--- src/rtl/key_onehot_debouncer.sv ---
// Four-key debouncer: synchronizes raw key lines, qualifies a stable press or
// release, and presents the pressed key as a registered one-hot code.
module key_onehot_debouncer #(
  parameter int unsigned DEBOUNCE_CYCLES = 4,
  parameter int unsigned CNT_W           = 8
) (
  input  logic       clk,
  input  logic       rst_n,
  input  logic [3:0] key_in,
  output logic       y3,
  output logic       y2,
  output logic       y1,
  output logic       y0,
  output logic       key_valid,
  output logic       multi_err
);

  localparam int unsigned KEY_W = 4;

  typedef enum logic [1:0] {
    IDLE     = 2'd0,
    DEBOUNCE = 2'd1,
    PRESSED  = 2'd2,
    RELEASE  = 2'd3
  } state_t;

  localparam logic [CNT_W-1:0] CNT_ONE  = CNT_W'(1);
  localparam logic [CNT_W-1:0] CNT_LAST = CNT_W'(DEBOUNCE_CYCLES);

  logic [KEY_W-1:0] r_sync1;
  logic [KEY_W-1:0] r_sync2;
  logic [KEY_W-1:0] w_sync;

  state_t           r_state;
  state_t           w_state_nxt;
  logic [KEY_W-1:0] r_cand;
  logic [KEY_W-1:0] w_cand_nxt;
  logic [CNT_W-1:0] r_cnt;
  logic [CNT_W-1:0] w_cnt_nxt;
  logic [KEY_W-1:0] r_y;
  logic [KEY_W-1:0] w_y_nxt;
  logic             r_key_valid;
  logic             w_key_valid_nxt;
  logic             r_multi_err;
  logic             w_multi_err_nxt;
  logic             w_cand_onehot;

  // Two-flop synchronizer; nothing else looks at key_in.
  always_ff @(posedge clk or negedge rst_n) begin
    if (!rst_n) begin
      r_sync1 <= '0;
      r_sync2 <= '0;
    end else begin
      r_sync1 <= key_in;
      r_sync2 <= r_sync1;
    end
  end

  assign w_sync        = r_sync2;
  assign w_cand_onehot = (r_cand != '0) && ((r_cand & (r_cand - KEY_W'(1))) == '0);

  always_ff @(posedge clk or negedge rst_n) begin
    if (!rst_n) begin
      r_state     <= IDLE;
      r_cand      <= '0;
      r_cnt       <= '0;
      r_y         <= '0;
      r_key_valid <= 1'b0;
      r_multi_err <= 1'b0;
    end else begin
      r_state     <= w_state_nxt;
      r_cand      <= w_cand_nxt;
      r_cnt       <= w_cnt_nxt;
      r_y         <= w_y_nxt;
      r_key_valid <= w_key_valid_nxt;
      r_multi_err <= w_multi_err_nxt;
    end
  end

  always_comb begin
    w_state_nxt     = r_state;
    w_cand_nxt      = r_cand;
    w_cnt_nxt       = r_cnt;
    w_y_nxt         = r_y;
    w_key_valid_nxt = 1'b0;
    w_multi_err_nxt = 1'b0;

    case (r_state)
      IDLE: begin
        w_y_nxt = '0;
        if (w_sync != '0) begin
          w_cand_nxt  = w_sync;
          w_cnt_nxt   = CNT_ONE;
          w_state_nxt = DEBOUNCE;
        end
      end

      DEBOUNCE: begin
        w_y_nxt = '0;
        if (w_sync == '0) begin
          w_cnt_nxt   = '0;
          w_state_nxt = IDLE;
        end else if (w_sync != r_cand) begin
          w_cand_nxt = w_sync;
          w_cnt_nxt  = CNT_ONE;
        end else if (r_cnt == CNT_LAST) begin
          // Multi-key chords are rejected and must be fully released first.
          if (w_cand_onehot) begin
            w_y_nxt         = r_cand;
            w_key_valid_nxt = 1'b1;
            w_state_nxt     = PRESSED;
          end else begin
            w_multi_err_nxt = 1'b1;
            w_cnt_nxt       = CNT_ONE;
            w_state_nxt     = RELEASE;
          end
        end else begin
          w_cnt_nxt = r_cnt + CNT_ONE;
        end
      end

      PRESSED: begin
        if (w_sync != r_cand) begin
          w_cnt_nxt   = CNT_ONE;
          w_state_nxt = RELEASE;
        end
      end

      RELEASE: begin
        if (w_sync != '0) begin
          w_cnt_nxt = CNT_ONE;
        end else if (r_cnt == CNT_LAST) begin
          w_y_nxt     = '0;
          w_cnt_nxt   = '0;
          w_state_nxt = IDLE;
        end else begin
          w_cnt_nxt = r_cnt + CNT_ONE;
        end
      end

      default: begin
        w_y_nxt     = '0;
        w_cnt_nxt   = '0;
        w_state_nxt = IDLE;
      end
    endcase
  end

  assign y3        = r_y[3];
  assign y2        = r_y[2];
  assign y1        = r_y[1];
  assign y0        = r_y[0];
  assign key_valid = r_key_valid;
  assign multi_err = r_multi_err;

endmodule

--- config.mk ---
export PLATFORM = sky130hd
export DESIGN_NAME = key_onehot_debouncer
export DESIGN_NICKNAME = d
export VERILOG_FILES = /design/src/rtl/key_onehot_debouncer.sv
export SDC_FILE = /design/constraint.sdc
export NUM_CORES = 1
export LEC_CHECK = 0
export CORE_UTILIZATION = 40
export DETAILED_ROUTE_END_ITERATION = 8
export PLACE_DENSITY = 0.63
export SKIP_CTS_REPAIR_TIMING = 1
export SLEW_MARGIN = 25
export SYNTH_ARGS = -nofsm -noshare
export SYNTH_HDL_FRONTEND = slang
export SYNTH_SLANG_ARGS = --single-unit
export TNS_END_PERCENT = 30
--- constraint.sdc ---
create_clock -name clk -period 5.9 [get_ports clk]
set_input_delay 1.18 -clock clk [delete_from_list [all_inputs] [get_ports clk]]
set_output_delay 1.18 -clock clk [all_outputs]
set_load 0.02 [all_outputs]
==> impl_metrics.env, run 1 <==
export IMPL_cap_violations=0
export IMPL_yosysTopAreaCellShare=0.528
export IMPL_cp_max_fo=2
export IMPL_htree_levels=1
export IMPL_fin_setup_tns_ps=0
export IMPL_fin_crit_sh=0.423
export IMPL_hp_start="r_sync1[0]"
export IMPL_internal_power_w=0.000286
export IMPL_portBuffers=11
export IMPL_powerDensity_nw_per_um2=243
export IMPL_cp_start_kind="register"
export IMPL_reg2reg_from="r_cnt[5]"
export IMPL_syn_avg_cell_area_um2=12.2
export IMPL_mostFrequentLayoutCell="dfrtp_1"
export IMPL_ys_seq_area_frac=0.528
export IMPL_grt_use_met1=0.196
export IMPL_die_h_um=59.6
export IMPL_ant_nets=0
export IMPL_finish_net_count=132
export IMPL_drive_above_1_share=0.195
export IMPL_n_antenna_cell=0
export IMPL_whs_path_depth=0
export IMPL_drt_iter0_drc=44
export IMPL_synth_area_leaders="dfrtp_1 53%, mux2_2 3.4%, xnor2_1 3.3%"
export IMPL_netlist_area_um2=1330
export IMPL_slew_viol_final=0
export IMPL_post_route_min_period_ps=2500
export IMPL_r2r_slack_ps=3800
export IMPL_grt_most_used_layer="met2"
export IMPL_max_freq_mhz=400
export IMPL_relSlewSlack=0.537
export IMPL_setup_violations=0
export IMPL_cts_sinks=28
export IMPL_ys_warn_count=0
export IMPL_die_area_um2=3550
export IMPL_syn_to_final_growth_pct=15.5
export IMPL_antenna_found_initial=0
export IMPL_clkSlewWorstSetupHoldPaths_ps=160
export IMPL_worstSetupPathType="reg2out"
export IMPL_cts_root_buffer="clkbuf_4"
export IMPL_vias=875
export IMPL_cp_buffers_inverters=1
export IMPL_p_comb_frac=0.096
export IMPL_ctsLongestPathBuffers=2
export IMPL_critPathArrivalTime_ps=1320
export IMPL_grtUsageTotal=0.144
export IMPL_switchingPower_w=0.0000864
export IMPL_hold_end="r_sync2[0]"
export IMPL_holdCritPathClass="reg2reg"
export IMPL_tightest_slew_ps=690
export IMPL_vias_per_cell=5.24
export IMPL_place_congestion=0.801
export IMPL_row_count=20
export IMPL_setup_slack_ps=3400
export IMPL_skew_ps=9.95
export IMPL_boundaryPins=12
export IMPL_crit_chain="clkdlybuf4s50_1"
export IMPL_r2r_end="r_cnt[3]"
export IMPL_yosys_area_top_type="dfrtp_1"
export IMPL_swShare=0.232
export IMPL_start_util=0.428
export IMPL_hold_viol_final=0
export IMPL_dr_pass1_iters=4
export IMPL_wl_per_cell_um=13.3
export IMPL_crit_path_end_kind="output port"
export IMPL_place_worst_setup_slack_ps=3550
export IMPL_cts_buffers=3
export IMPL_grtUsageMet3=0.0218
export IMPL_cp_top_family="buffers and inverters"
export IMPL_grt_remaining_overflow=0
export IMPL_final_area_um2=1530
export IMPL_design_core_area_um2=3100
export IMPL_synth_distinct_cells=43
export IMPL_insertion_delay_ps=330
export IMPL_use_met2=0.226
export IMPL_placed_area_um2=1480
export IMPL_grt_pass1_wl_um=3790
export IMPL_drcViolationCount=0
export IMPL_p_leak_nw=0.661
export IMPL_grt_pass1_vias=842
export IMPL_synth_seq_cells=28
export IMPL_dp_hpwl_um=1600
export IMPL_r2r_cells=5
export IMPL_synth_cells=109
export IMPL_grt_max_degree=29
export IMPL_wl_um=2210
export IMPL_mostFrequentLayoutCells="28 x dfrtp_1, 11 x clkdlybuf4s50_1, 10 x nor2_1"
export IMPL_worst_path_max_delay_cell="clkdlybuf4s50_1"
export IMPL_crit_required_ps=4720
export IMPL_ir_drop_mv=0.123
export IMPL_slowest_delay_ps=610
export IMPL_rsz0062_at_grt="false"
export IMPL_status="finished clean"
export IMPL_pwr_share_clk=0.338
export IMPL_seq_power_share=0.566
export IMPL_tritoncts="yes"
export IMPL_synth_nets=117
export IMPL_fp_dieW_um=59.6
==> power groups by stage <==
stage          combinational (W)  sequential (W)  clock (W)
5_1_grt                0.0000412        0.000213   0.000137
2_1_floorplan          0.0000244        0.000212          0
3_3_place_gp           0.0000344        0.000214          0
3_5_place_dp           0.0000364        0.000215          0
4_1_cts                0.0000368        0.000211   0.000129
6_report               0.0000359        0.000211   0.000126
==> logic make-up after synthesis <==
| logic type | share of synthesized area |
|---|---|
| compound gates | 0.176 |
| xor+xnor | 0.0396 |
| fa+ha+maj | 0.0188 |
| buf+inv | 0.0273 |
| flops | 0.528 |
| mux | 0.0339 |
| simple gates | 0.176 |
==> synth_stat cells (all sizes together) <==
master,count
xnor2,5
a31oi,1
nand4,1
nor4,1
nand2,2
a221o,4
and4,1
o31ai,3
dfrtp,28
a21bo,1
o2bb2ai,1
nor3,2
buf,1
nor2b,3
nand3,4
ha,2
a211oi,1
and3,5
a22o,6
o2111ai,1
mux2,4
or3b,1
or4,2
or2,1
nor2,11
xor2,1
nand3b,1
or3,1
a21oi,2
inv,3
clkbuf,1
o21ai,6
a21boi,1
a221oi,1
==> flip-flops by register name, indices dropped and copies added (netlist names), named ones only <==
signal,flops
r_sync2,4
r_sync1,4
multi_err,1
r_state,1
r_cand,4
key_valid,1
r_cnt,8
r_y,4
==> through the flow <==
| stage | hold slack (ps) | instances | power (W) | util |
|---|---|---|---|---|
| after floorplan | 331 | 109 | 0.000237 | - |
| after global placement | 332 | 163 | 0.000248 | 0.475 |
| after detailed placement | 335 | 163 | 0.000251 | 0.475 |
| after CTS | 368 | 167 | 0.000377 | 0.492 |
| after global routing | 389 | 167 | 0.000391 | 0.494 |
| final | 367 | 167 | 0.000373 | 0.494 |
==> how the worst max path moves through the flow <==
| stage | from | end | slack [ps] | cells past startpoint |
|---|---|---|---|---|
| floorplan | r_cnt[5] | r_cnt[5] | 3970 | 6 |
| global placement | r_state[0] | r_cnt[2] | 3630 | 5 |
| detailed placement | r_state[0] | r_cnt[3] | 3550 | 5 |
| CTS | r_y[2] | y2 | 3380 | 1 |
| global route | r_y[0] | y0 | 3340 | 1 |
| finish | r_y[2] | y2 | 3400 | 1 |
==> layer usage <==
layer	routed length [um]	vias up
met1	1110	421
li1	-	434
met4	23	0
met5	0	-
met2	1020	18
met3	63	2
==> area by class of cell <==
cell class                      count  area, um2
Sequential cell                    28        701
Clock inverter                      1       30.0
Inverter                            3       11.3
Fill cell                         299       1570
Multi-Input combinational cell     76        596
Timing Repair Buffer               12        118
Tap cell                           44       55.1
Clock buffer                        3       22.5
Note: power is estimated with default switching activity, not from simulation.
==> inputs of run 2 (changes only) <==
PLACE_DENSITY = 0.65   (was 0.63)
clock period = 2.18 ns   (was 5.9 ns; I/O delays follow)
==> run 2 against run 1 <==
  * Die area unchanged
  * Register-to-register slack worse by 3700 ps
  * Largest cell class unchanged
  * Routed wire length up 3.4%
  * Via count up 3.8%
  * Largest power group unchanged
  * Critical path depth up 4
==> impl_metrics.env, run 2 (synthesis gave the netlist of run 1 again) <==
export IMPL_grt_pass1_vias=858
export IMPL_place_worst_setup_slack_ps=-79.7
export IMPL_r2r_end="r_cnt[3]"
export IMPL_hp_start="r_sync1[3]"
export IMPL_drive_above_1_share=0.233
export IMPL_ctsLongestPathBuffers=2
export IMPL_tritoncts="yes"
export IMPL_grt_remaining_overflow=0
export IMPL_crit_path_end_kind="register"
export IMPL_place_congestion=0.826
export IMPL_finish_net_count=138
export IMPL_max_freq_mhz=492
export IMPL_slowest_delay_ps=580
export IMPL_htree_levels=1
export IMPL_setup_slack_ps=146
export IMPL_cts_buffers=3
export IMPL_dp_hpwl_um=1640
export IMPL_slew_viol_final=0
export IMPL_hold_viol_final=0
export IMPL_critPathArrivalTime_ps=2280
export IMPL_cp_start_kind="register"
export IMPL_powerDensity_nw_per_um2=639
export IMPL_hold_ws_ps=368
export IMPL_insertion_delay_ps=340
export IMPL_skew_ps=5.70
export IMPL_post_route_min_period_ps=2030
export IMPL_r2r_cells=5
export IMPL_worstSetupPathType="reg2reg"
export IMPL_fin_crit_sh=0.933
export IMPL_ir_drop_mv=0.303
export IMPL_vias=908
export IMPL_status="finished clean"
export IMPL_n_antenna_cell=0
export IMPL_largest_register_ffs=8
export IMPL_wl_per_cell_um=13.2
export IMPL_wl_um=2290
export IMPL_mostFrequentLayoutCells="28 x dfrtp_1, 11 x clkdlybuf4s50_1, 10 x nor2_1"
export IMPL_mostFrequentLayoutCell="dfrtp_1"
export IMPL_ant_nets=0
export IMPL_vias_per_cell=5.25
export IMPL_start_util=0.428
export IMPL_antenna_found_initial=0
export IMPL_row_count=20
export IMPL_drcViolationCount=0
export IMPL_cap_violations=0
export IMPL_largest_register="r_cnt"
export IMPL_grt_pass1_wl_um=3810
export IMPL_die_h_um=59.6
export IMPL_syn_to_final_growth_pct=19.5
export IMPL_design_core_area_um2=3100
export IMPL_setup_violations=0
export IMPL_die_area_um2=3550
export IMPL_cts_sinks=28
export IMPL_boundaryPins=12
export IMPL_fp_dieW_um=59.6
export IMPL_crit_required_ps=2420
export IMPL_cp_max_fo=11
export IMPL_dr_pass1_iters=4
export IMPL_tightest_slew_ps=533
export IMPL_grt_max_degree=29
export IMPL_drt_iter0_drc=25
export IMPL_r2r_slack_ps=150
export IMPL_reg2reg_from="r_cnt[5]"
export IMPL_clkSlewWorstSetupHoldPaths_ps=150
export IMPL_holdCritPathClass="reg2reg"
export IMPL_hold_end="r_sync2[3]"
export IMPL_relSlewSlack=0.641
export IMPL_whs_path_depth=0
export IMPL_p_leak_nw=0.693
export IMPL_rsz0062_at_grt="false"
export IMPL_worst_path_max_delay_cell="or4_4"
export IMPL_grtUsageTotal=0.144
export IMPL_portBuffers=11
export IMPL_cts_root_buffer="clkbuf_4"
export IMPL_crit_chain="or4_4, o2111ai_2, o31ai_4, and3_2, a221o_2"
## run 2: cell types whose count changed in the layout (fill, tap and decap cells not counted), sizes merged
cell,delta
buf,+6
## run 2: area by class of cell
type,instances,area [um2]
clock inverters,1,30.0
fillers,298,1520
well taps,44,55.1
flip-flops and latches,28,701
inverters,3,11.3
multi-input cells,76,604
repair buffers,18,163
clock buffers,3,22.5
## run 2: worst max-delay path by stage
stage / start / endpoint / cells after the start
detailed placement: r_sync2[1] / r_cnt[2] / 5
floorplan: r_cnt[5] / r_cnt[5] / 6
global route: r_cnt[5] / r_cnt[3] / 5
CTS: r_state[0] / r_cnt[2] / 5
finish: r_cnt[5] / r_cnt[3] / 5
global placement: r_sync2[1] / r_cnt[3] / 5
## run 2: metrics by stage
stage          area, um2  utilization  power, W  TNS (ps)  std cells
2_1_floorplan       1330            -  0.000640         0        109
3_5_place_dp        1520        0.490  0.000679      -228        169
6_report            1590        0.511   0.00101         0        173
3_3_place_gp        1520        0.490  0.000674     -35.2        169
5_1_grt             1590        0.511   0.00105         0        173
4_1_cts             1570        0.507   0.00102      -543        173
## run 2: critical path, delay by kind of cell (launching register included)
kind | cells | cell delay, ps
AOI/OAI and AO/OA | 3 | 730
and+or+nand+nor | 2 | 800
DFF | 1 | 410
## run 2: routing by layer
metal,track usage,routed length (um),vias up
li1,-,-,444
met2,0.238,1120,14
met3,0.0262,51,6
met4,0.0598,44,0
met1,0.184,1070,444
met5,0,0,-
## run 2: where the power goes
group | internal, W | switching [W]
combinational | 0.0000492 | 0.0000498
sequential | 0.000542 | 0.0000281
clock | 0.000186 | 0.000158
==> inputs of run 3 (changes only) <==
CAP_MARGIN = 40   (was unset)
==> run 3 against run 2 <==
  * Non-clock buffer count is 1 higher
  * Combinational power fell by 2%
  * Clock-buffer cell count did not move
  * Sequential share of layout area rose by 0.25 points
  * Maximum frequency is 1.5% lower
  * Die area did not move
  * Clock skew decreased by 1.6 ps
  * Clock power hardly changed
  * Core utilization is 0.28 points lower
  * Setup slack got worse by 32 ps
  * Routed wire length down 0.13%
==> impl_metrics.env, run 3 (synthesis gave the netlist of run 1 again) <==
export IMPL_dr_pass1_iters=5
export IMPL_grt_remaining_overflow=0
export IMPL_design_core_area_um2=3100
export IMPL_cp_buffers_inverters=1
export IMPL_n_antenna_cell=0
export IMPL_critPathArrivalTime_ps=2310
export IMPL_finish_net_count=139
export IMPL_start_util=0.428
export IMPL_powerDensity_nw_per_um2=643
export IMPL_slowest_delay_ps=580
export IMPL_fin_crit_sh=0.947
export IMPL_ir_drop_mv=0.385
export IMPL_skew_ps=4.13
export IMPL_dp_hpwl_um=1630
export IMPL_seq_power_share=0.562
export IMPL_cts_buffers=3
export IMPL_grt_pass1_wl_um=3820
export IMPL_clkSlewWorstSetupHoldPaths_ps=150
export IMPL_crit_required_ps=2420
export IMPL_switchingPower_w=0.000237
export IMPL_cts_root_buffer="clkbuf_4"
export IMPL_tritoncts="yes"
export IMPL_hold_end="r_sync2[2]"
export IMPL_place_worst_setup_slack_ps=145
export IMPL_drcViolationCount=0
export IMPL_tightest_slew_ps=548
export IMPL_use_met2=0.231
export IMPL_boundaryPins=12
export IMPL_drt_iter0_drc=27
export IMPL_fin_setup_tns_ps=0
export IMPL_mostFrequentLayoutCells="28 x dfrtp_1, 11 x clkdlybuf4s50_1, 10 x nor2_1"
export IMPL_grt_most_used_layer="met2"
export IMPL_insertion_delay_ps=340
export IMPL_crit_chain="or4_4, o2111ai_2, o31ai_1, buf_2, and3_1, a221o_1"
export IMPL_relSlewSlack=0.631
export IMPL_grt_pass1_vias=858
export IMPL_cap_violations=0
export IMPL_grtUsageTotal=0.145
export IMPL_grt_max_degree=29
export IMPL_ctsLongestPathBuffers=2
export IMPL_largest_register="r_cnt"
export IMPL_worst_path_max_delay_cell="or4_4"
export IMPL_antenna_found_initial=0
export IMPL_syn_to_final_growth_pct=18.8
export IMPL_mostFrequentLayoutCell="dfrtp_1"
export IMPL_htree_levels=1
export IMPL_r2r_slack_ps=110
export IMPL_r2r_end="r_cnt[4]"
export IMPL_cp_max_fo=7
export IMPL_ant_nets=0
export IMPL_fin_util=0.508
export IMPL_internal_power_w=0.000777
export IMPL_p_leak_nw=0.695
export IMPL_grt_use_met1=0.189
export IMPL_pwr_share_clk=0.342
export IMPL_portBuffers=11
export IMPL_max_freq_mhz=484
export IMPL_cp_start_kind="register"
export IMPL_vias_per_cell=5.33
export IMPL_cp_top_family="simple AND/OR/NAND/NOR gates"
export IMPL_fp_dieW_um=59.6
export IMPL_setup_slack_ps=115
export IMPL_swShare=0.234
export IMPL_vias=927
export IMPL_status="finished clean"
export IMPL_grtUsageMet3=0.0262
export IMPL_drive_above_1_share=0.231
export IMPL_p_comb_frac=0.096
export IMPL_whs_path_depth=0
export IMPL_wl_per_cell_um=13.1
export IMPL_crit_path_end_kind="register"
export IMPL_wl_um=2290
export IMPL_post_route_min_period_ps=2070
export IMPL_hp_start="r_sync1[2]"
export IMPL_cts_sinks=28
export IMPL_setup_violations=0
export IMPL_slew_viol_final=0
export IMPL_largest_register_ffs=8
export IMPL_hold_viol_final=0
export IMPL_die_h_um=59.6
export IMPL_row_count=20
export IMPL_worstSetupPathType="reg2reg"
export IMPL_rsz0062_at_grt="false"
export IMPL_place_congestion=0.826
export IMPL_r2r_cells=6
export IMPL_reg2reg_from="r_cnt[5]"
export IMPL_holdCritPathClass="reg2reg"
export IMPL_die_area_um2=3550
-- run 3: cell types whose count changed in the layout (fill, tap and decap cells not counted) --
| cell | before | now |
|---|---|---|
| buf_2 | 0 | 1 |
| o31ai_1 | 2 | 3 |
| o31ai_4 | 1 | 0 |
-- run 3: worst reg2reg max path, delay by kind of cell, from the launching register on --
kind            cells  cell delay [ps]
compound gates      3              620
buf+inv             1              190
simple gates        2              740
flops               1              420
-- run 3: stage by stage --
stage | area, um2 | std cells | hold WS (ps) | power (W)
2_1_floorplan | 1330 | 109 | 140 | 0.000640
3_3_place_gp | 1520 | 169 | 331 | 0.000674
3_5_place_dp | 1530 | 170 | 343 | 0.000680
4_1_cts | 1580 | 174 | 377 | 0.00102
5_1_grt | 1580 | 174 | 382 | 0.00106
6_report | 1580 | 174 | 372 | 0.00101
-- run 3: worst max-delay path by stage --
stage	slack [ps]	end	startpoint	cells past startpoint
2_1_floorplan	250	r_cnt[5]	r_cnt[5]	6
3_3_place_gp	-30	r_cnt[3]	r_sync2[1]	5
3_5_place_dp	140	r_cnt[4]	r_cnt[5]	6
4_1_cts	120	r_cnt[4]	r_cnt[5]	6
5_1_grt	20	r_cnt[5]	r_cand[2]	6
6_report	110	r_cnt[4]	r_cnt[5]	6
-- run 3: routing by layer --
layer,vias up,wire length [um]
li1,449,-
met1,454,1090
met2,19,1080
met3,5,70
met4,0,47
met5,-,0
-- run 3: cell type report --
| class | count | area, um2 |
|---|---|---|
| Fill cell | 294 | 1530 |
| Sequential cell | 28 | 701 |
| Multi-Input combinational cell | 76 | 591 |
| Timing Repair Buffer | 19 | 168 |
| Tap cell | 44 | 55.1 |
| Clock inverter | 1 | 30.0 |
| Clock buffer | 3 | 22.5 |
| Inverter | 3 | 11.3 |
-- run 3: power groups by stage --
stage                     Sequential, W  Combinational [W]  Clock [W]
final                          0.000570          0.0000972   0.000347
after global routing           0.000576           0.000110   0.000372
after CTS                      0.000571          0.0000991   0.000355
after detailed placement       0.000581          0.0000993          0
after global placement         0.000579          0.0000949          0
after floorplan                0.000574          0.0000659          0
